<file path="src/rtl/hazard_ctrl.sv">
// Hazard controller: per-register latency scoreboard for ID-stage stalls,
// EX operand forwarding selects and a saturating stall statistic.

module hazard_sb_entry #(
    parameter int LAT_W = 3
) (
    input  logic             clk,
    input  logic             rst,
    input  logic             load,
    input  logic [LAT_W-1:0] load_val,
    output logic [LAT_W-1:0] cnt
);
    // A new issue overwrites any pending count; otherwise count down to zero.
    always_ff @(posedge clk) begin
        if (rst)
            cnt <= '0;
        else if (load)
            cnt <= load_val;
        else if (cnt != '0)
            cnt <= cnt - 1'b1;
    end
endmodule

module hazard_ctrl #(
    parameter int REG_ADDR_W = 5,
    parameter int LAT_W      = 3,
    parameter int MAX_LAT    = 4,
    parameter int STAT_W     = 16
) (
    input  logic                  clk,
    input  logic                  rst,
    input  logic                  id_valid,
    input  logic [REG_ADDR_W-1:0] id_rs,
    input  logic [REG_ADDR_W-1:0] id_rt,
    input  logic                  id_rs_used,
    input  logic                  id_rt_used,
    input  logic                  id_wr,
    input  logic [REG_ADDR_W-1:0] id_dst,
    input  logic [LAT_W-1:0]      id_lat,
    input  logic                  flush,
    input  logic [REG_ADDR_W-1:0] ex_rs,
    input  logic [REG_ADDR_W-1:0] ex_rt,
    input  logic                  mem_regwrite,
    input  logic                  mem_memread,
    input  logic [REG_ADDR_W-1:0] mem_dst,
    input  logic                  wb_regwrite,
    input  logic [REG_ADDR_W-1:0] wb_dst,
    output logic                  stall,
    output logic [1:0]            forward_a,
    output logic [1:0]            forward_b,
    output logic                  busy,
    output logic [STAT_W-1:0]     stall_cnt
);
    localparam int               NUM_REGS  = 2 ** REG_ADDR_W;
    localparam logic [LAT_W-1:0] MAX_LAT_L = LAT_W'(MAX_LAT);

    typedef enum logic [1:0] {
        FWD_RF  = 2'b00,
        FWD_MEM = 2'b01,
        FWD_WB  = 2'b10
    } fwd_sel_e;

    logic [NUM_REGS-1:0][LAT_W-1:0] cnt;
    logic [NUM_REGS-1:0]            load;
    logic [LAT_W-1:0]               eff_lat;
    logic                           rs_hz, rt_hz, waw_hz, live, issue;

    assign eff_lat = (id_lat > MAX_LAT_L) ? MAX_LAT_L : id_lat;

    // r0 is hard-wired zero, so it is never tracked.
    assign cnt[0]  = '0;
    assign load[0] = 1'b0;

    for (genvar r = 1; r < NUM_REGS; r++) begin : g_sb
        assign load[r] = issue & id_wr & (id_dst == REG_ADDR_W'(r));
        hazard_sb_entry #(.LAT_W(LAT_W)) u_entry (
            .clk      (clk),
            .rst      (rst),
            .load     (load[r]),
            .load_val (eff_lat),
            .cnt      (cnt[r])
        );
    end

    assign rs_hz  = id_rs_used & (id_rs != '0) & (cnt[id_rs] != '0);
    assign rt_hz  = id_rt_used & (id_rt != '0) & (cnt[id_rt] != '0);
    // An older, slower write to the same register must not retire after ours.
    assign waw_hz = id_wr & (id_dst != '0) & (cnt[id_dst] > eff_lat);

    assign live  = id_valid & ~flush;
    assign stall = live & (rs_hz | rt_hz | waw_hz);
    assign issue = live & ~stall;
    assign busy  = |cnt;

    // Loads are never forwarded from MEM; the scoreboard holds consumers until WB.
    function automatic logic [1:0] fwd_sel(input logic [REG_ADDR_W-1:0] src);
        logic [1:0] sel;
        sel = FWD_RF;
        if (mem_regwrite && !mem_memread && mem_dst != '0 && mem_dst == src)
            sel = FWD_MEM;
        else if (wb_regwrite && wb_dst != '0 && wb_dst == src)
            sel = FWD_WB;
        return sel;
    endfunction

    assign forward_a = fwd_sel(ex_rs);
    assign forward_b = fwd_sel(ex_rt);

    always_ff @(posedge clk) begin
        if (rst)
            stall_cnt <= '0;
        else if (stall && stall_cnt != '1)
            stall_cnt <= stall_cnt + 1'b1;
    end
endmodule
</file>
<file path="config.mk">
export PLATFORM = sky130hd
export DESIGN_NAME = hazard_ctrl
export DESIGN_NICKNAME = d
export VERILOG_FILES = /design/src/rtl/hazard_ctrl.sv
export SDC_FILE = /design/constraint.sdc
export NUM_CORES = 1
export LEC_CHECK = 0
export ABC_AREA = 1
export CORE_ASPECT_RATIO = 1.5
export CORE_MARGIN = 2
export CORE_UTILIZATION = 60
export DETAILED_ROUTE_END_ITERATION = 8
export HOLD_SLACK_MARGIN = 0.02
export PLACE_DENSITY = 0.81
export RECOVER_POWER = 50
export SLEW_MARGIN = 20
export SYNTH_ARGS = -nofsm -noshare
export SYNTH_HDL_FRONTEND = slang
export SYNTH_SLANG_ARGS = --single-unit
</file>
<file path="constraint.sdc">
create_clock -name clk -period 11.2 [get_ports clk]
set_clock_uncertainty 0.05 [all_clocks]
set_input_delay 2.24 -clock clk [delete_from_list [all_inputs] [get_ports clk]]
set_output_delay 2.24 -clock clk [all_outputs]
set_load 0.03 [all_outputs]
</file>
After elaboration in Yosys (flattened, before gate mapping):

Index checks and enable logic that the tools add are counted.

* output and inout bits: 22
* flip-flop bits (word level): 109

* reductions and logical operators: 79
* add/sub/neg operators: 32
* multiplexer cells: 73
* $lt $le $gt $ge: 5
* eq/ne operators: 36
* bitwise gates (word level): 45

Operator list (count)
* 3-bit 2-to-1 mux: 66
* 3-bit nonzero test: 33
* 93-bit OR reduction: 1
* 3-bit by 1-bit subtractor with 3-bit output, second input constant: 31
* 5-bit == test, second input constant: 16
* 2-bit nonzero test: 31
* 3-bit binary-select mux with 5-bit select: 3
* 1-bit bitwise AND: 41
* 5-bit by 4-bit == test with 1-bit output, second input constant: 8
* 5-bit nonzero test: 5
* 5-bit by 3-bit == test with 1-bit output, second input constant: 4
* 5-bit == test: 4
* 5-bit by 6-bit < comparator with 1-bit output, second input constant: 3
* 16-bit by 1-bit adder with 16-bit output, second input constant: 1
* 16-bit != test, second input constant: 1
* 5-bit by 2-bit == test with 1-bit output, second input constant: 2
* 1-bit logical AND: 8
* 2-bit 2-to-1 mux: 4
* 5-bit by 1-bit == test with 1-bit output, second input constant: 1
* 3-bit greater-than comparator: 1
* 3-bit greater-than comparator, second input constant: 1
* 1-bit inverter: 2
* 1-bit OR: 2
* 1-bit zero test: 1

Longest topological paths before layout:

Gate-level depths: netlist of the first run.

* word-level depth: 12
* depth in mapped cells: 23
* depth with buffers taken out: 20

Modules after synthesis:

A second synthesis of the first run with hierarchy kept.

* cell total of the unflattened synthesis: 1788
* area total of the unflattened synthesis: 9969.6 µm²

By module, submodules not included
* hazard_sb_entry: instances 31, cells each 34, area an instance 201.4 µm²
* hazard_ctrl: instances 1, cells each 734, area an instance 3724.8 µm²

Worst setup path after synthesis of the first run:

Ideal clock, no wire load.

* path type: input to output
* start point: input port id_dst[1]
* end point: output port stall
* arrival: 4.810 ns
* stages on the path: 17
* required time: 8.910 ns
* setup slack: 4.100 ns
* path through: clkbuf_1 > nor2_1 > inv_1 > clkbuf_1 > buf_1 > o22ai_1 > o21ai_0 > nand4_1 > nor2_1 > a21oi_1 > ha_1 > nand2_1 > o21ai_0 > nand4_1 > nand3_1 > nand2_1 > inv_1

* longest elaborated chain between the ends: 6

Ends and longest elaborated chain
* from (decl): RTL line 38 `input logic [REG_ADDR_W-1:0] id_dst,`
* 3-bit binary-select mux with 5-bit select: RTL line 88 `assign waw_hz = id_wr & (id_dst != '0) & (cnt[id_dst] > eff_lat);`
* 3-bit 2-to-1 mux (implied by the code): RTL line 88
* 3-bit greater-than comparator: RTL line 88
* 1-bit bitwise AND *: RTL line 88
* 1-bit OR *: RTL line 91 `assign stall = live & (rs_hz | rt_hz | waw_hz);`
* 1-bit bitwise AND *: RTL line 91
* to (decl): RTL line 48 `output logic stall,`

Mark *: on every way between the ends. The rest lies on a longest branch, timed or not. The select of a mux whose other input is x is not followed.

Worst setup path after layout of the first run:

* start point: input port id_dst[0]
* end point: output port stall

Same word-level chain as after synthesis.

==> summary.md, run 1 <==
| Metric | Value |
|---|---|
| Status | `complete, but fails checks` |
| Failing checks | `max-capacitance violations, max-slew violations` |
| DR DRC count | `0` |
| Starting density of the core | `0.6077` |
| Post-Synth Adder-Cell Area | `0.08775` |
| Reg2Reg Capture Point | `g_sb[16].u_entry.cnt[1]` |
| Max clock buf depth | `2` |
| MaxCap Viol Count | `1` |
| Crit Path Max Fanout | `26` |
| IO Port Bufs | `69` |
| WHS | `0.4379 ns` |
| Avg Vias per Cell | `approximately 5.8` |
| Main combinational cell family by area after synthesis | `simple AND/OR/NAND/NOR gates` |
| Synth Area in Compound Gates | `0.1330` |
| Clock Latency Late Sink | `0.38 ns` |
| Worst VDD drop | `~130 uV` |
| Power Density | `between 200 and 250 mW/mm2` |
| Max Slew Vio Count | `between 40 and 50` |
| # diodes | `0` |
| Final Wtd Congestion | `around 1.1` |
| Worst Setup Start Kind | `input pin` |
| Synth Area in XOR/XNOR | `0.05305` |
| Core ar. | `around 0.015 mm2` |
| Worst r2r src | `g_sb[20].u_entry.cnt[2]` |
| Avg Inst Size Synth | `5.870 um2` |
| CP endpoint kind | `primary output` |
| Syn nets | `~1700` |
| Post-synthesis mux area share | `0` |
| Post_cts resized | `0` |
| HPWL after detailed placement | `roughly 24000 um` |
| RSZ-0062 raised after global routing | `false` |
| Number of global-route vias before repair | `about 10000` |
| CP arrival | `around 6.5 ns` |
| Register area share after synthesis | `0.2319` |
| Share of post-route cells with drive strength above 1 | `0.02194` |
| Wire per inst | `~18 um` |
| Synth warn | `0` |
| Most frequent cells in the layout | `nand2_1, nor2_1, inv_1` |
| Syn Inst Count | `between 1500 and 2000` |
| Hold depth | `2` |
| Commonest non-fill, non-tap cell in the layout | `nand2_1` |
| Synth unique cells | `34` |
| Die X | `106.3 um` |
| CTS tree | `built` |
| Final period demand of the worst path | `between 8 and 9 ns` |
| Post-synthesis cell area | `0.009410 mm2` |
| Final core utilization | `0.6745` |
| Area growth, synth to finish | `11.00%` |
| Nets | `between 1500 and 2000` |
| Setup violations, final | `0` |
| Fmax | `approximately 0.11 GHz` |
| Hold_sp | `g_sb[22].u_entry.cnt[0]` |
| Drt initial violations | `943` |
| Slew HR | `-0.5084` |
| H-tree levels | `3` |
| WL final | `around 33000 um` |
| Root buffer cell | `clkbuf_16` |
| Crit Path Class | `in -> out` |
| Setup_tns | `0 ns` |
| Largest net degree at the start of global routing | `80` |
| Post-CTS Setup Bufs | `0` |
| Worst Path Required | `~8.9 ns` |
| First-pass GRT wire length | `50890 um` |
| CTS clk-pin slew, worst paths | `0.08 ns` |
| R2R cell count | `15` |
| Final ANT Viol Nets | `0` |
| Lkg Pwr | `about 4.7 nW` |
| Slew of the pin with the lowest slew margin | `~2.3 ns` |
| Die area | `0.01672 mm2` |
| R2r setup slk | `approximately 5.7 ns` |
| WHS Endpoint | `g_sb[22].u_entry.cnt[0]` |
| CTS Buf Count | `9` |
| HP Class | `reg -> reg` |
| Clk sinks | `between 100 and 150` |
| Hold Violations, Final | `0` |
| Die Y | `157.4 um` |
| Vias | `approximately 11000` |
| Flops & latches, synth | `roughly 110` |
| CTS Hold Bufs | `0` |
| Fill cells | `roughly 1500` |
| Post-synthesis simple-gate area fraction | `0.3788` |
| # IOs | `70` |
| Initial antenna violation count | `0` |
| Period utilisation layout | `0.7859` |
| Placement Rows | `between 50 and 60` |
| DRT Pass-1 Iters | `6` |
| Total gr overflow | `0` |
| Total GRT Usage | `0.3912` |
-- state kept, by name, indices dropped and copies added, names as in the netlist --
| name | flops |
|---|---|
| stall_cnt | 16 |
| g_sb.u_entry.cnt | 93 |
-- stage by stage --
step	instance area, um2	worst slack, ns	cells	total power [mW]
after global routing	10450	2.242	1844	2.658
after CTS	10470	2.519	1844	2.398
final	10450	2.398	1844	2.421
after global placement	10170	2.655	1828	2.028
after detailed placement	10170	2.534	1828	2.064
after floorplan	9410	4.100	1603	1.707
-- cell usage after synthesis --
cell	count	share of area
nand2_1	375	0.15
nor2_1	284	0.11
inv_1	223	0.089
o21ai_0	120	0.064
nand3_1	118	0.063
dfxtp_1	109	0.23
ha_1	66	0.088
a21oi_1	61	0.032
o22ai_1	39	0.026
xnor2_1	36	0.034
clkbuf_1	31	0.012
nor3_1	25	0.013
nand4_1	22	0.015
xor2_1	21	0.020
buf_2	17	0.0090
nor4_1	12	0.0080
or2_2	7	0.0047
nor3b_1	6	0.0048
o21bai_1	6	0.0048
inv_2	4	0.0016
nand3b_1	4	0.0032
buf_4	3	0.0024
a221oi_1	2	0.0019
buf_1	2	0.00080
a2111oi_0	1	0.00093
a211oi_1	1	0.00080
and3_1	1	0.00067
clkinv_1	1	0.00040
nand3_2	1	0.0011
nand4_4	1	0.0023
nor2_2	1	0.00067
o21ai_1	1	0.00053
o32ai_1	1	0.00093
o41ai_1	1	0.00093
-- layer usage --
| layer | global-route usage | wire length (um) | up-vias | part of all wire |
|---|---|---|---|---|
| li1 | - | - | 5175 | - |
| met1 | 0.4328 | 12030 | 4744 | 0.37 |
| met2 | 0.6691 | 14970 | 582 | 0.46 |
| met3 | 0.06335 | 3105 | 167 | 0.095 |
| met4 | 0.2932 | 2551 | 0 | 0.078 |
| met5 | 0 | 0 | - | 0 |
-- area by class of cell --
class,instances,area [um2],share of cell area
sequential,109,2182,0.2089
clock inverter,6,53.80,0.005151
tap,203,254.0,0.02432
multi-input combinational,1213,6128,0.5867
inverter,228,855.8,0.08194
clock buffer,10,239.0,0.02288
timing repair buffer,75,732.0,0.07008
-- worst max-delay path: stages --
cell and delay [ns]:
dlygate4sd3_1 0.62, inv_1 0.10, nand2_1 0.80, nor2_1 0.11, inv_1 0.17, o21ai_0 0.09, a2111oi_0 0.53, nand3_1 0.11
o21ai_0 0.11, ha_1 0.27, nand3_1 0.07, nand4_1 0.15, nand3_1 0.19, nand2_1 0.11, inv_1 0.14, clkdlybuf4s50_1 0.69
-- report_power, final --
part	leakage, nW	internal (mW)	switching [mW]	total [mW]
logic	3.69	0.534	0.885	1.42
clock network	0.146	0.161	0.167	0.329
registers	0.901	0.535	0.137	0.672
-- cells by family after synthesis --
family | Yosys count
buffers and inverters | 281
xor gates and xnor gates | 57
AOI/OAI and AO/OA | 233
and+or+nand+nor | 857
DFF | 109
adders and majority gates | 66
-- worst max-delay path by stage --
stage / startpoint / endpoint / depth (start not counted)
final: id_dst[0] / stall / 16
after global routing: id_dst[0] / stall / 16
after CTS: id_dst[0] / stall / 16
after detailed placement: id_dst[0] / stall / 16
after global placement: id_dst[0] / stall / 16
after floorplan: id_dst[1] / stall / 17
No activity file was read; power rests on OpenSTA's default activity.
==> run 2, diff against run 1 <==
--- a/config.mk
+++ b/config.mk
@@ -8,10 +8,10 @@
 export ABC_AREA = 1
 export CORE_ASPECT_RATIO = 1.5
 export CORE_MARGIN = 2
-export CORE_UTILIZATION = 60
+export CORE_UTILIZATION = 55
 export DETAILED_ROUTE_END_ITERATION = 8
 export HOLD_SLACK_MARGIN = 0.02
-export PLACE_DENSITY = 0.81
+export PLACE_DENSITY = 0.79
 export RECOVER_POWER = 50
 export SLEW_MARGIN = 20
 export SYNTH_ARGS = -nofsm -noshare
==> constraint.sdc (replaced) <==
create_clock -name clk -period 7.3 [get_ports clk]
set_clock_uncertainty 0.05 [all_clocks]
set_input_delay 1.46 -clock clk [delete_from_list [all_inputs] [get_ports clk]]
set_output_delay 1.46 -clock clk [all_outputs]
set_load 0.03 [all_outputs]
==> run 2 against run 1 <==
  * The flow still finishes with violations (max-capacitance violations, max-slew violations)
  * First-iteration DRC count down 5.5%
  * Cell count up 0.92%
  * Sequential share of layout area down 0.19 points
  * Sequential cell count unchanged
  * Largest cell class unchanged
  * Largest power group unchanged
  * Power up 56%
  * Critical path depth up 3
  * Count of clock-buffer cells in the layout down 1
  * Cell area up 0.90%
  * Worst hold slack worse by 0.0025 ns
  * Clock power up 57%
  * Via count unchanged
==> summary.md, run 2 (synthesis results as in run 1) <==
| Metric | Value |
|---|---|
| Clock Latency Late Sink | `0.37 ns (about the same)` |
| Most frequent cells in the layout | `nand2_1, nor2_1, inv_1` |
| Reg area | `0.002182 mm2 (unchanged)` |
| Top reg by flops | `g_sb.u_entry.cnt` |
| R2r setup slk | `2.42 ns (-3.23 ns)` |
| Die Y | `164.2 um (+4.3%)` |
| Starting density of the core | `0.5614 (-0.04636)` |
| Crit Path Max Fanout | `34 (+31%)` |
| Min setup slack post-route | `0.6810 ns (-1.717 ns)` |
| CTS clk-pin slew, worst paths | `0.08 ns (about the same)` |
| Slowest stage delay, CP | `1.36 ns (+0.56 ns)` |
| Total gr overflow | `0 (unchanged)` |
| Max clock buf depth | `2 (unchanged)` |
| CP arrival | `6.87 ns (+0.36 ns)` |
| CTS tree | `built` |
| Max Slew Vio Count | `35 (-24%)` |
| Worst Path Required | `7.55 ns (-1.36 ns)` |
| Pre-CTS WS | `0.7303 ns (-1.803 ns)` |
| Worst Setup Start Kind | `input pin` |
| Wire per inst | `18.57 um (+4.9%)` |
| CP max-delay cell | `nand4_1` |
| Hold Violations, Final | `0 (unchanged)` |
| DR DRC count | `0 (unchanged)` |
| Drt initial violations | `891 (-5.5%)` |
| Final ANT Viol Nets | `0 (unchanged)` |
| Core ar. | `0.01676 mm2 (+8.3%)` |
| Clk sinks | `109 (unchanged)` |
| Max reg flops | `93 (unchanged)` |
| Period utilisation layout | `0.9067` |
| Crit Path Class | `in -> reg` |
| RSZ-0062 raised after global routing | `false` |
| Biggest regs | `g_sb.u_entry.cnt x93, stall_cnt x16` |
| Failing checks | `max-capacitance violations, max-slew violations` |
| Total GRT Usage | `0.3748 (-0.01638)` |
| DP Cell Count | `1846 (+0.98%)` |
| First-pass GRT wire length | `53520 um (+5.2%)` |
| Area growth, synth to finish | `11.99%` |
| HP Class | `reg -> reg` |
| Commonest non-fill, non-tap cell in the layout | `nand2_1` |
| # IOs | `70 (unchanged)` |
| DRT Pass-1 Iters | `6 (unchanged)` |
| Root buffer cell | `clkbuf_16` |
| Non-Filler Instances | `1861 (+0.92%)` |
| Avg Vias per Cell | `5.732 (-0.91%)` |
| Die X | `110.8 um (+4.3%)` |
| WL final | `34560 um (+5.8%)` |
| Slew of the pin with the lowest slew margin | `1.772 ns (-0.4842 ns)` |
| Share of post-route cells with drive strength above 1 | `0.02786 (+0.005924)` |
| Largest net degree at the start of global routing | `98 (+23%)` |
| Post-CTS Setup Bufs | `0 (unchanged)` |
| Hold depth | `2 (unchanged)` |
| Vias | `10668 (unchanged)` |
| Worst-path cell chain | `dlygate4sd3_1 > nor2_1 > inv_1 > buf_4 > o22ai_1 > o21ai_0 > o21ai_0 > nor2_1 > a21oi_1 > ha_1 > a21oi_1 > o21ai_0 > nand4_1 > nand4_1 > nor2_1 > nor2_1 > nand2_1 > nand2_1 > nor2_1` |
| Initial antenna violation count | `0 (unchanged)` |
| Status | `complete, but fails checks` |
| Final Wtd Congestion | `1.084 (-1.2%)` |
| Setup violations, final | `0 (unchanged)` |
| Slew HR | `-0.1847 (+0.3237)` |
| IO Port Bufs | `69 (unchanged)` |
| Fill cells | `1666 (+10%)` |
| Post_cts resized | `0 (unchanged)` |
| MaxCap Viol Count | `1 (unchanged)` |
| Lkg Pwr | `4.794 nW (+1.1%)` |
| Setup_tns | `0 ns (unchanged)` |
| Power Density | `358.7 mW/mm2 (+55%)` |
| R2R cell count | `16 (+1)` |
| CTS Hold Bufs | `0 (unchanged)` |
| Total power | `3.780 mW (+56%)` |
| Die area | `0.01819 mm2 (+8.8%)` |
| Nets | `1761 (+0.63%)` |
| Top cell by count, worst path | `nor2_1` |
| Area of the multi-input gates | `0.006128 mm2 (unchanged)` |
| CTS Buf Count | `9 (unchanged)` |
| Final core utilization | `0.6287 (-0.04585)` |
| Placement Rows | `58 (+3.6%)` |
| # diodes | `0 (unchanged)` |
| Worst VDD drop | `234.3 uV (+76%)` |
| H-tree levels | `3 (unchanged)` |
| Number of global-route vias before repair | `10109 (+1.1%)` |
| CP endpoint kind | `register` |
| Final period demand of the worst path | `between 6 and 7 ns` |
| HPWL after detailed placement | `26380 um (+9.5%)` |
| Fmax | `about 0.15 GHz` |
## run 2: final timing paths
kind	end	start
setup / recovery	g_sb[19].u_entry.cnt[1]	id_dst[0]
hold reg to reg	g_sb[10].u_entry.cnt[1]	g_sb[10].u_entry.cnt[1]
setup reg to reg	g_sb[19].u_entry.cnt[1]	g_sb[14].u_entry.cnt[2]
hold / removal	g_sb[10].u_entry.cnt[1]	g_sb[10].u_entry.cnt[1]
## run 2: stage by stage
stage	area (um2)	hold slack [ns]
2_1_floorplan	9410	0.4050
3_3_place_gp	10260	0.4140
3_5_place_dp	10260	0.4223
4_1_cts	10560	0.4378
5_1_grt	10540	0.4597
6_report	10540	0.4354
## run 2: cell type report
class / instances / share of cell area
timing repair buffer: 86 / 0.07729
clock buffer: 9 / 0.02137
clock inverter: 6 / 0.006648
multi-input combinational: 1213 / 0.5815
inverter: 228 / 0.08121
sequential: 109 / 0.2071
tap: 210 / 0.02493
## run 2: report_power, final
| part | switching, mW | internal (mW) |
|---|---|---|
| Sequential | 0.218 | 0.822 |
| Clock | 0.249 | 0.269 |
| Combinational | 1.40 | 0.824 |
| Total | 1.87 | 1.91 |
## run 2: routing by layer
metal,track usage,share of wire,up-vias
met5,0,0,-
met3,0.07343,0.078,169
met1,0.4037,0.37,4772
li1,-,-,5203
met4,0.2670,0.079,0
met2,0.6578,0.47,524
## run 2: worst max-delay path, delay by kind of cell
family          cells  cell delay (ns)
buf+inv             3             0.93
compound gates      6             0.76
simple gates        9             3.43
fa+ha+maj           1             0.27
